File: config.mk
export PLATFORM = sky130hd
export DESIGN_NAME = scrambler_os_sched
export DESIGN_NICKNAME = d
export VERILOG_FILES = /design/src/rtl/scrambler_os_sched.sv
export SDC_FILE = /design/constraint.sdc
export NUM_CORES = 1
export LEC_CHECK = 0
export CAP_MARGIN = 20
export CORE_AREA = 2 2 70 72
export DETAILED_ROUTE_END_ITERATION = 16
export DIE_AREA = 0 0 72 74
export MAX_ROUTING_LAYER = met4
export PLACE_DENSITY = 0.85
export RECOVER_POWER = 25
export SYNTH_ARGS = -nofsm -noshare
export SYNTH_HDL_FRONTEND = slang
export SYNTH_SLANG_ARGS = --single-unit
export TNS_END_PERCENT = 5
File: constraint.sdc
create_clock -name clk -period 4.4 [get_ports clk]
set_clock_uncertainty 0.2 [all_clocks]
set_input_delay 1.32 -clock clk [delete_from_list [all_inputs] [get_ports clk]]
set_output_delay 1.32 -clock clk [all_outputs]
set_load 0.005 [all_outputs]
File: src/rtl/scrambler_os_sched.sv
`default_nettype none
// ============================================================================
// Module      : scrambler_os_sched
// Description : Transmit symbol scheduler in front of the 8-bit scrambler.
//               Emits one symbol per clock and inserts COM+SKP ordered sets.
// Revision    : 1.0 - initial release
// ============================================================================
module scrambler_os_sched #(
    parameter int unsigned SKP_INTERVAL = 1180,
    parameter int unsigned SKP_LEN      = 3,
    parameter logic [7:0]  IDLE_DATA    = 8'h00
) (
    input  logic        clk,
    input  logic        rstb,
    input  logic [7:0]  in_data,
    input  logic        in_k,
    input  logic        in_valid,
    input  logic        in_frame,
    output logic        in_ready,
    input  logic        cfg_disab_scram,
    output logic [7:0]  out_data,
    output logic        out_k,
    output logic        out_disab_scram,
    output logic        skp_active,
    output logic [15:0] skp_os_cnt,
    output logic        proto_err
);

    localparam logic [7:0]  c_COM          = 8'hBC;
    localparam logic [7:0]  c_SKP          = 8'h1C;
    localparam logic [15:0] c_SKP_INTERVAL = 16'(SKP_INTERVAL);
    localparam logic [3:0]  c_BODY_LAST    = 4'(SKP_LEN - 1);

    typedef enum logic [1:0] {
        S_INIT     = 2'd0,
        S_DATA     = 2'd1,
        S_SKP_BODY = 2'd2
    } state_t;

    state_t      r_state;
    state_t      w_state_nxt;
    logic [15:0] r_sym_cnt;
    logic [15:0] w_sym_cnt_nxt;
    logic [3:0]  r_body_cnt;
    logic [3:0]  w_body_cnt_nxt;

    logic        w_pending;
    logic        w_start_os;
    logic        w_accept;
    logic        w_proto_hit;
    logic        w_os_inc;
    logic [7:0]  w_data;
    logic        w_k;
    logic        w_skp;
    logic        w_disab;

    assign w_pending   = (r_sym_cnt == c_SKP_INTERVAL);
    assign w_start_os  = (r_state == S_DATA) && w_pending && !in_frame;
    assign in_ready    = (r_state == S_DATA) && !w_start_os;
    assign w_accept    = in_valid && in_ready;
    // Reserved K codes are still forwarded; only the sticky flag records them.
    assign w_proto_hit = w_accept && in_k && ((in_data == c_COM) || (in_data == c_SKP));

    always_comb begin
        w_state_nxt    = r_state;
        w_sym_cnt_nxt  = r_sym_cnt;
        w_body_cnt_nxt = r_body_cnt;
        w_data         = IDLE_DATA;
        w_k            = 1'b0;
        w_skp          = 1'b0;
        w_disab        = out_disab_scram;
        w_os_inc       = 1'b0;
        case (r_state)
            S_INIT: begin
                w_data        = c_COM;
                w_k           = 1'b1;
                w_skp         = 1'b1;
                w_disab       = cfg_disab_scram;
                w_sym_cnt_nxt = 16'd0;
                w_state_nxt   = S_DATA;
            end
            S_DATA: begin
                if (w_start_os) begin
                    w_data         = c_COM;
                    w_k            = 1'b1;
                    w_skp          = 1'b1;
                    w_disab        = cfg_disab_scram;
                    w_sym_cnt_nxt  = 16'd0;
                    w_body_cnt_nxt = 4'd0;
                    w_os_inc       = 1'b1;
                    w_state_nxt    = S_SKP_BODY;
                end else begin
                    if (w_accept) begin
                        w_data = in_data;
                        w_k    = in_k;
                    end
                    // Saturate so a deferred insertion stays pending through a frame.
                    if (!w_pending) begin
                        w_sym_cnt_nxt = r_sym_cnt + 16'd1;
                    end
                end
            end
            S_SKP_BODY: begin
                w_data         = c_SKP;
                w_k            = 1'b1;
                w_skp          = 1'b1;
                w_body_cnt_nxt = r_body_cnt + 4'd1;
                if (r_body_cnt == c_BODY_LAST) begin
                    w_state_nxt = S_DATA;
                end
            end
            default: begin
                w_state_nxt = S_INIT;
            end
        endcase
    end

    always_ff @(posedge clk or negedge rstb) begin
        if (!rstb) begin
            r_state         <= S_INIT;
            r_sym_cnt       <= 16'd0;
            r_body_cnt      <= 4'd0;
            out_data        <= 8'h00;
            out_k           <= 1'b0;
            out_disab_scram <= 1'b0;
            skp_active      <= 1'b0;
            skp_os_cnt      <= 16'd0;
            proto_err       <= 1'b0;
        end else begin
            r_state         <= w_state_nxt;
            r_sym_cnt       <= w_sym_cnt_nxt;
            r_body_cnt      <= w_body_cnt_nxt;
            out_data        <= w_data;
            out_k           <= w_k;
            out_disab_scram <= w_disab;
            skp_active      <= w_skp;
            if (w_os_inc) begin
                skp_os_cnt <= skp_os_cnt + 16'd1;
            end
            if (w_proto_hit) begin
                proto_err <= 1'b1;
            end
        end
    end

endmodule
`default_nettype wire
==> results_tabular.tex <==
\begin{tabular}{lr}
\hline
Metric & Value \\
\hline
\multicolumn{2}{l}{\textbf{CTS}} \\
\quad Register clock-pin slew on the reported worst setup and hold paths & 90 ps \\
\quad Number of sinks driven by the clock tree & 50 \\
\quad Post-cts repair resize count & 0 \\
\quad Bufs on Longest Clock Path & 2 \\
\quad TritonCTS clock tree & done \\
\quad Post-cts hold buffer count & 0 \\
\quad Clock latency of the later-clocked register in the worst-skew pair & approximately 300 ps \\
\quad Maximum level of the CTS H-tree & 2 \\
\quad Root buffer cell & sky130\_fd\_sc\_hd\_\_clkbuf\_8 \\
\quad Number of clock buffers inserted by TritonCTS & 5 \\
\quad Number of setup buffers added after CTS & 0 \\
\multicolumn{2}{l}{\textbf{STA}} \\
\quad RSZ-0062 raised after global routing & no \\
\quad Peak clock frequency supported by timing & 231 MHz \\
\quad Worst max-slew margin expressed relative to the limit & -0.352 \\
\quad Fin worst setup slack & 68.1 ps \\
\quad Number of setup violations in the final report & 0 \\
\quad Period utilization & 0.985 \\
\quad Max-slew violation count & 39 \\
\quad Post-layout minimum cycle time & 4330 ps \\
\quad Total negative slack & 0 ps \\
\quad Final hold viol count & 0 \\
\quad Transition time of the tightest slew-check pin & 2030 ps \\
\multicolumn{2}{l}{\textbf{Critical path}} \\
\quad Critical path start-end classification & input port to primary output \\
\quad Launching element type of the critical path & input port \\
\quad Arrival time at the worst endpoint & 2810 ps \\
\quad Worst r2r path cells & 7 \\
\quad Instance count on the critical path & 5 \\
\quad CP delay by family, top & buffers and inverters \\
\quad Reg-to-reg endpoint & r\_sym\_cnt[15] \\
\quad Ordered cell list for the critical path & clkdlybuf4s50\_1 > nand4b\_1 > nor4\_4 > nor2\_1 > clkdlybuf4s50\_1 \\
\quad R2R setup slack & 1870 ps \\
\quad Startpoint of the most critical setup path & in\_frame \\
\quad Worst path most repeated cell & sky130\_fd\_sc\_hd\_\_clkdlybuf4s50\_1 \\
\quad Max incr delay on CP & 540 ps \\
\quad Slowest cell on crit path & sky130\_fd\_sc\_hd\_\_clkdlybuf4s50\_1 \\
\quad Critical-path maximum fanout & 4 \\
\quad Capture point of the worst path & in\_ready \\
\quad Launch point of the worst reg-to-reg path & r\_sym\_cnt[1] \\
\quad Req. time, crit path & between 2000 and 3000 ps \\
\quad Critical path capture point type & primary output \\
\quad Worst path bufs/invs & 2 \\
\multicolumn{2}{l}{\textbf{Synthesis}} \\
\quad Synthesized netlist cell count & 250 \\
\quad Most instantiated flip-flop cell in the synthesis netlist & sky130\_fd\_sc\_hd\_\_dfrtp\_1 \\
\quad Mean area per synthesized cell & just over 10 µm² \\
\quad Count of distinct cell types in the synthesized netlist & 48 \\
\quad Async set-or-reset flop fraction in the synthesized netlist & 1.00 \\
\quad Sequential share of the synthesized area & 0.496 \\
\quad Post-synthesis cell area & 2520 µm² \\
\quad Synthesis-stage register bit count & 50 \\
\quad Number of enable-type register cells in the synthesized netlist & 0 \\
\quad Yosys warning total & 0 \\
\quad Post-synthesis net count & around 270 \\
\multicolumn{2}{l}{\textbf{Route}} \\
\quad Wire length after detailed routing & 5740 µm \\
\quad Detailed-route via count & 2112 \\
\quad Routed wire length per instance & 16.4 µm \\
\quad Drt pass-1 iters & 4 \\
\quad Remaining routing DRC violations & 0 \\
\quad Vias/cell & 6.02 \\
\quad Number of DRC markers in iteration 0 & 156 \\
\quad Detail Route Antenna Nets & 0 \\
\multicolumn{2}{l}{\textbf{Layout}} \\
\quad Antenna diode count & 0 \\
\quad Nets@finish & 316 \\
\quad Post-Layout Inst Area & around 3100 µm² \\
\quad Most frequent standard cell in the layout excluding fill and tap cells & sky130\_fd\_sc\_hd\_\_dfrtp\_1 \\
\quad Layout area overhead & 22.7\% \\
\quad Share of final-layout standard cells stronger than drive strength 1 & 0.0842 \\
\quad Most frequent cells in the layout & 50 x sky130\_fd\_sc\_hd\_\_dfrtp\_1, 41 x sky130\_fd\_sc\_hd\_\_clkdlybuf4s50\_1, 26 x sky130\_fd\_sc\_hd\_\_nand2\_1 \\
\quad Utilization of the core after routing & 0.673 \\
\multicolumn{2}{l}{\textbf{Global route}} \\
\quad GRT Resource Usage Total & 0.238 \\
\quad Most Crowded Layer GR & met2 \\
\quad Antenna violations before repair & 0 \\
\quad Global-route wire length before repair & 9410 µm \\
\quad Leftover overflow at the end of global routing & 0 \\
\quad Pin count of the biggest net entering global routing & 39 \\
\quad Grt met1 use & 0.303 \\
\quad Met3 demand-to-capacity share in global routing & 0.0434 \\
\quad Met2 Resource Use GR & 0.381 \\
\quad Vias in the first global route & 2017 \\
\multicolumn{2}{l}{\textbf{Floorplanning}} \\
\quad Top-Level Pins & 43 \\
\quad Horizontal die dimension & $\sim$72 µm \\
\quad Core Footprint & 4600 µm² \\
\quad Die extent in y & 74 µm \\
\quad Std-Cell Rows & 25 \\
\quad Total Die Area & 5330 µm² \\
\quad Initial Utilization & 0.548 \\
\multicolumn{2}{l}{\textbf{Place}} \\
\quad Final weighted congestion in routability-driven placement & 0.913 \\
\quad Total placed instance area & around 3000 µm² \\
\quad Post-placement worst setup slack & 68.9 ps \\
\quad HPWL reported at the end of detailed placement & 4170 µm \\
\quad IO Port Bufs & 42 \\
\multicolumn{2}{l}{\textbf{Power}} \\
\quad Leak pwr & 1.33 nW \\
\quad Maximum VDD drop & between 0.1 and 0.15 mV \\
\quad Total power per unit cell area & 251 nW/µm² \\
\multicolumn{2}{l}{\textbf{Outcome}} \\
\quad Run status & finished, violations left \\
\quad Violated checks & capacitance limit, slew limit \\
\multicolumn{2}{l}{\textbf{Worst hold path}} \\
\quad Min-Delay Path Class & register to register \\
\multicolumn{2}{l}{\textbf{Job}} \\
\quad Number of violations of the max-capacitance limit & 1 \\
\hline
\end{tabular}
state kept, by name (all words and copies together) (netlist names):
| register | count |
|---|---|
| r_sym_cnt | 16 |
| out_k | 1 |
| proto_err | 1 |
| r_state | 2 |
| skp_active | 1 |
| skp_os_cnt | 16 |
| out_disab_scram | 1 |
| out_data | 8 |
| r_body_cnt | 4 |
layer usage:
metal,vias up,wire [µm]
li1,1006,-
met1,1010,2490
met2,87,2780
met3,9,378
met4,0,95
met5,-,0
kinds of logic (layout without fill, tap and decap cells):
kind of cell | Yosys count | after routing | synth area share
buffers and inverters | 13 | 60 | 0.0198
AO/OA/AOI/OAI | 51 | 51 | 0.124
adder cells (fa/ha/maj) | 5 | 5 | 0.0248
AND/OR/NAND/NOR | 111 | 111 | 0.264
multiplexers | 2 | 2 | 0.00893
flip-flops | 50 | 50 | 0.496
XOR/XNOR | 18 | 18 | 0.0625
layout make-up:
| cell class | instances | area, µm² |
|---|---|---|
| clock buffer | 6 | 72.6 |
| tap | 54 | 67.6 |
| timing repair buffer | 47 | 452 |
| inverter | 6 | 22.5 |
| fill | 369 | 1510 |
| clock inverter | 1 | 7.51 |
| sequential | 50 | 1250 |
| multi-input combinational | 187 | 1220 |
worst register-to-register path, delay by kind of cell, from the launching register on:
kind	cells	cell delay [ps]
flip-flops	1	420
adder cells (fa/ha/maj)	1	180
AO/OA/AOI/OAI	2	400
AND/OR/NAND/NOR	3	1110
buffers and inverters	1	110
where the power goes:
part	total, W	switching (W)	internal, W
combinational	0.0000485	0.0000213	0.0000272
clock	0.000259	0.000149	0.000109
sequential	0.000471	0.00000420	0.000466
total	0.000778	0.000175	0.000603
stage by stage:
step | cells | power, W | hold WS (ps)
finish | 351 | 0.000778 | 284
global route | 351 | 0.000804 | 305
CTS | 351 | 0.000778 | 284
detailed placement | 344 | 0.000529 | 268
global placement | 344 | 0.000527 | 262
floorplan | 250 | 0.000490 | 258
synth_stat cells (3+ instances only):
library cell	number	area [µm²]
sky130_fd_sc_hd__a21oi_1	10	50.1
sky130_fd_sc_hd__a31oi_1	3	18.8
sky130_fd_sc_hd__and3_1	6	37.5
sky130_fd_sc_hd__clkbuf_1	5	18.8
sky130_fd_sc_hd__dfrtp_1	50	1250
sky130_fd_sc_hd__ha_1	5	62.6
sky130_fd_sc_hd__inv_1	6	22.5
sky130_fd_sc_hd__nand2_1	26	97.6
sky130_fd_sc_hd__nand2b_1	5	31.3
sky130_fd_sc_hd__nand3_1	13	65.1
sky130_fd_sc_hd__nand4_1	10	62.6
sky130_fd_sc_hd__nand4b_1	3	26.3
sky130_fd_sc_hd__nor2_1	15	56.3
sky130_fd_sc_hd__nor3_1	10	50.1
sky130_fd_sc_hd__nor4_1	3	18.8
sky130_fd_sc_hd__o21a_1	3	22.5
sky130_fd_sc_hd__o21ai_0	19	95.1
sky130_fd_sc_hd__xnor2_1	10	87.6
sky130_fd_sc_hd__xor2_1	8	70.1
how the worst min path moves through the flow:
stage	startpoint	end	slack (ps)	depth (start not counted)
after detailed placement	skp_os_cnt[15]	skp_os_cnt[15]	270	1
after floorplan	r_body_cnt[3]	r_body_cnt[3]	260	1
after global placement	skp_os_cnt[15]	skp_os_cnt[15]	260	1
after CTS	skp_os_cnt[15]	skp_os_cnt[15]	280	1
final	skp_os_cnt[15]	skp_os_cnt[15]	280	1
after global routing	skp_os_cnt[15]	skp_os_cnt[15]	300	1
(Power assumes the default switching activity.)
